[src/rtl/logic_unit.sv]
// logic_unit: pipelined bitwise unit (8 ops on two DATA_WIDTH operands), optional zero/parity flags under `LOGIC_UNIT_STATUS_EN.
// Latency: PIPE_STAGES cycles from input transfer to out_valid_o; one result per cycle while out_ready_i is high.
// Backpressure: elastic valid/ready stages, in_ready_o is combinational from out_ready_i; holds up to PIPE_STAGES entries.
module logic_unit #(
   parameter int DATA_WIDTH  = 8,
   parameter int PIPE_STAGES = 2
) (
   input  logic                  clk_i,
   input  logic                  arst_ni,
   input  logic [DATA_WIDTH-1:0] a_i,
   input  logic [DATA_WIDTH-1:0] b_i,
   input  logic [2:0]            op_i,
   input  logic                  in_valid_i,
   output logic                  in_ready_o,
   output logic [DATA_WIDTH-1:0] result_o,
   output logic                  out_valid_o,
   input  logic                  out_ready_i,
   output logic                  zero_o,
   output logic                  parity_o
);

`ifdef LOGIC_UNIT_STATUS_EN
   // Flags ride along with the data as {zero, parity, result}.
   localparam int PAY_W = DATA_WIDTH + 2;
`else
   localparam int PAY_W = DATA_WIDTH;
`endif

   logic [DATA_WIDTH-1:0]  op_res;
   logic [PAY_W-1:0]       in_pay;
   logic [PAY_W-1:0]       stage_dat [PIPE_STAGES];
   logic [PIPE_STAGES-1:0] stage_vld;
   logic [PIPE_STAGES-1:0] stage_rdy;

`ifdef SIMULATION
   if (PIPE_STAGES < 1 || PIPE_STAGES > 4 || DATA_WIDTH < 1) begin : g_param_chk
      $error("logic_unit: illegal parameters PIPE_STAGES=%0d DATA_WIDTH=%0d", PIPE_STAGES, DATA_WIDTH);
   end
`endif

   // Result is formed before stage 0 so every stage only moves data.
   always_comb begin
      op_res = a_i;
      case (op_i)
         3'd0:    op_res = a_i & b_i;
         3'd1:    op_res = a_i | b_i;
         3'd2:    op_res = a_i ^ b_i;
         3'd3:    op_res = ~(a_i & b_i);
         3'd4:    op_res = ~(a_i | b_i);
         3'd5:    op_res = ~(a_i ^ b_i);
         3'd6:    op_res = a_i & ~b_i;
         default: op_res = a_i;
      endcase
   end

`ifdef LOGIC_UNIT_STATUS_EN
   assign in_pay = {~|op_res, ^op_res, op_res};
`else
   assign in_pay = op_res;
`endif

   // ready[k] = !valid[k] || ready[k+1] unrolled: a stage can load if the downstream
   // consumer is ready or any stage from k to the output end holds a bubble.
   for (genvar k = 0; k < PIPE_STAGES; k++) begin : g_rdy
      assign stage_rdy[k] = out_ready_i | ~(&stage_vld[PIPE_STAGES-1:k]);
   end

   // Stage registers: valid follows its source on load, data only updates with a valid source.
   always_ff @(posedge clk_i or negedge arst_ni) begin
      if (!arst_ni) begin
         stage_vld <= '0;
         for (int k = 0; k < PIPE_STAGES; k++) begin
            stage_dat[k] <= '0;
         end
      end else begin
         if (stage_rdy[0]) begin
            stage_vld[0] <= in_valid_i;
            if (in_valid_i) begin
               stage_dat[0] <= in_pay;
            end
         end
         for (int k = 1; k < PIPE_STAGES; k++) begin
            if (stage_rdy[k]) begin
               stage_vld[k] <= stage_vld[k-1];
               if (stage_vld[k-1]) begin
                  stage_dat[k] <= stage_dat[k-1];
               end
            end
         end
      end
   end

   assign in_ready_o  = stage_rdy[0];
   assign out_valid_o = stage_vld[PIPE_STAGES-1];
   assign result_o    = stage_dat[PIPE_STAGES-1][DATA_WIDTH-1:0];

`ifdef LOGIC_UNIT_STATUS_EN
   assign zero_o   = stage_dat[PIPE_STAGES-1][DATA_WIDTH+1];
   assign parity_o = stage_dat[PIPE_STAGES-1][DATA_WIDTH];
`else
   assign zero_o   = 1'b0;
   assign parity_o = 1'b0;
`endif

endmodule
[config.mk]
export PLATFORM = sky130hd
export DESIGN_NAME = logic_unit
export DESIGN_NICKNAME = d
export VERILOG_FILES = /design/src/rtl/logic_unit.sv
export SDC_FILE = /design/constraint.sdc
export NUM_CORES = 1
export LEC_CHECK = 0
export BUFFER_PORTS_ARGS = -buffer_cell sky130_fd_sc_hd__buf_2
export CORE_MARGIN = 2
export CORE_UTILIZATION = 40
export CTS_CLUSTER_DIAMETER = 120
export DETAILED_ROUTE_END_ITERATION = 12
export GPL_TIMING_DRIVEN = 0
export SLEW_MARGIN = 20
export SYNTH_ARGS = -nofsm -noshare
export SYNTH_HDL_FRONTEND = slang
export SYNTH_SLANG_ARGS = --single-unit
[constraint.sdc]
create_clock -name clk_i -period 3.3 [get_ports clk_i]
set_input_delay 0.165 -clock clk_i [delete_from_list [all_inputs] [get_ports clk_i]]
set_output_delay 0.165 -clock clk_i [all_outputs]
set_load 0.01 [all_outputs]
==> metrics.md <==
| Metric | Value |
|---|---|
| Nets | 265 |
| Ant diodes | 0 |
| GR Overflow Total | 0 |
| Net Sw Power | 0.214 mW |
| Final core area utilization | 49.1% |
| Die height | 69.4 um |
| Worst path arrival time | 1.49 ns |
| Crit path buffers/inverters | 1 |
| Fin cells | 267 |
| Synth warn | 0 |
| CP required | 3.42 ns |
| Initial Util | 42.2% |
| Max Cap Viol | 0 |
| Combinational power share | 36.8% |
| Final setup TNS | 0 ns |
| Mapped Cells | 181 |
| Most common cell after layout, fill and taps aside | buf_2 |
| Routability cong. | 0.810 |
| Max IR drop VDD | 125 uV |
| Area Overhead vs Synth | 16.5% |
| Clk slew on worst S/H paths | 0.06 ns |
| Syn_area_per_cell | 9.45 um2 |
| Num CTS Buffers | 3 |
| Post-synth EDFFs | 0 |
| Post-route setup slack | 1.93 ns |
| Hold_ws | 0.130 ns |
| Top_reg_cell synth | dfrtp_1 |
| Min-delay worst type | input port to register |
| Via count | 1329 |
| CORE AREA | 4060 um2 |
| Pint | 0.523 mW |
| Post-synthesis cell area | 1710 um2 |
| Total GRT Usage | 13.9% |
| Startpoint types | register |
| Clk Latency, worst-skew pair | 0.25 ns |
| Total Die Area | 4810 um2 |
| Sink Count | 18 |
| Share of cells above drive strength 1 | 30.9% |
| Critical path's slowest cell | dfrtp_1 |
| Total routed wirelength | 3.21 mm |
| CP Class | register to register |
| Register area share after synthesis | 26.3% |
| Clock skew | 0.00295 ns |
| Placed Area | 1930 um2 |
| Setup violations, final | 0 |
| Routed length on met2 | 1.39 mm |
| Post-CTS setup buffers | 0 |
| Min Tclk post-route | 1.37 ns |
| Pwr Density | 370 nW/um2 |
| Post-synth cell types | 39 |
| Root buffer cell | clkbuf_8 |
| FF+latch count, synth | 18 |
| Slew Viols, Final | 0 |
| Fillers | 391 |
| Peak fanout along the critical path | 10 |
| Worst slack at placement | 1.84 ns |
| Post_cts resized | 0 |
| Max H-tree Level | 1 |
| Most frequent cells in the layout | buf_2, ha_1, inv_1, dfrtp_1 |
| Largest net degree at the start of global routing | 19 |
| Status | finished, final reports clean |
| Global-route wire length before repair | 5.57 mm |
| Initial antenna violation count | 0 |
| Row cnt | 23 |
| Vias per inst | 4.98 |
| Post-DP HPWL | 2.58 mm |
| Drt drc | 0 |
| CTS tree | done |
| Switching Share | 29.0% |
| Tot Pwr | 0.737 mW |
| DR WL met3 | 132 um |
| Top Layer Used | met4 |
| Critical Path Max Stage Delay | 0.39 ns |
| F_max | 732 MHz |
| Finished Cell Area | 1990 um2 |
| IO Port Bufs | 30 |
| Vias in the first global route | 1210 |
| Clock power share | 23.5% |
| LEAKAGE | 1.02 nW |
| Unrepaired setup endpoints after global routing | no |
| Period Utilization, post-route | 41.4% |
| Cells along the critical path | nand3b_1 > nand2_1 > buf_2 > a221oi_1 > a211oi_1 |
| Final hold violations | 0 |
| Flop pwr share | 39.6% |
| R2R Setup Slk | 1.93 ns |
| DR WL/cell | 12.0 um |
| Crit path max-delay family | flip-flops |
| DRT antenna net count | 0 |
| Asr flop ratio synth | 100% |
| Initial DRC count | 35 |
| Crit. End Element | register |
| IO Pins | 35 |
| Die W | 69.4 um |
| Placed insts | 262 |
| First-pass DRT Iterations | 4 |
| Metal-1 WL | 1.65 mm |
| Clock tree buffer depth | 2 |
registers in the layout, summed over array words and instances, names as in the netlist:
name,cells
stage_dat,8
result_o,8
stage_vld,2
synthesized netlist by cell type, types with 5 or more instances:
cell type | n | area share (%)
nor2b_1 | 7 | 2.6
a21oi_1 | 5 | 1.5
dfrtp_1 | 18 | 26
o21ai_0 | 6 | 1.8
mux2_2 | 10 | 6.6
o22ai_1 | 5 | 1.8
ha_1 | 24 | 18
buf_4 | 10 | 4.4
buf_6 | 5 | 3.3
o21ai_1 | 5 | 1.5
inv_1 | 18 | 3.9
mux2i_1 | 10 | 5.9
nand2_1 | 9 | 2.0
path summary, 6_finish.rpt:
kind                               startpoint  cells past startpoint       endpoint
worst max-delay path             stage_vld[1]                      5  stage_dat[13]
worst min-delay path               in_valid_i                      2   stage_vld[0]
worst max register to register   stage_vld[1]                      5  stage_dat[13]
worst min register to register  stage_dat[15]                      2  stage_dat[15]
max in group asynchronous             arst_ni                      2   stage_vld[1]
min in group asynchronous             arst_ni                      2    result_o[7]
cells by family (layout without fill, tap and decap cells):
| logic type | count (synthesis) | in the layout | synth area share [%] |
|---|---|---|---|
| other cells | 1 | 2 | 0.219 |
| compound gates | 39 | 39 | 15.4 |
| buf+inv | 37 | 72 | 12.7 |
| fa+ha+maj | 24 | 24 | 17.6 |
| flops | 18 | 18 | 26.3 |
| mux | 23 | 23 | 15.1 |
| simple gates | 39 | 39 | 12.7 |
final cells by class:
| type | instances | area [um2] | area share [%] |
|---|---|---|---|
| multi-input cells | 127 | 1050 | 52.6 |
| repair buffers | 31 | 160 | 8.04 |
| clock buffers | 4 | 55.1 | 2.76 |
| well taps | 50 | 62.6 | 3.14 |
| inverters | 19 | 71.3 | 3.58 |
| plain buffers | 18 | 145 | 7.29 |
| flip-flops and latches | 18 | 450 | 22.6 |
power by group through the flow:
stage	clock network (mW)	logic, mW	registers (mW)
2_1_floorplan	0	0.197	0.290
3_3_place_gp	0	0.270	0.295
3_5_place_dp	0	0.272	0.297
4_1_cts	0.179	0.274	0.293
5_1_grt	0.194	0.301	0.299
6_report	0.174	0.271	0.292
metal layers:
layer | track usage [%] | up-vias
met1 | 19.7 | 595
li1 | - | 700
met2 | 21.7 | 30
met4 | 4.58 | 0
met3 | 1.89 | 4
met5 | 0 | -
what timing repair did:
| item | 4_1_cts | 5_1_grt |
|---|---|---|
| hold endpoints to repair | 18 | 0 |
| setup endpoints to repair | 0 | 0 |
| hold buffers | 1 | 0 |
(Power assumes the default switching activity.)
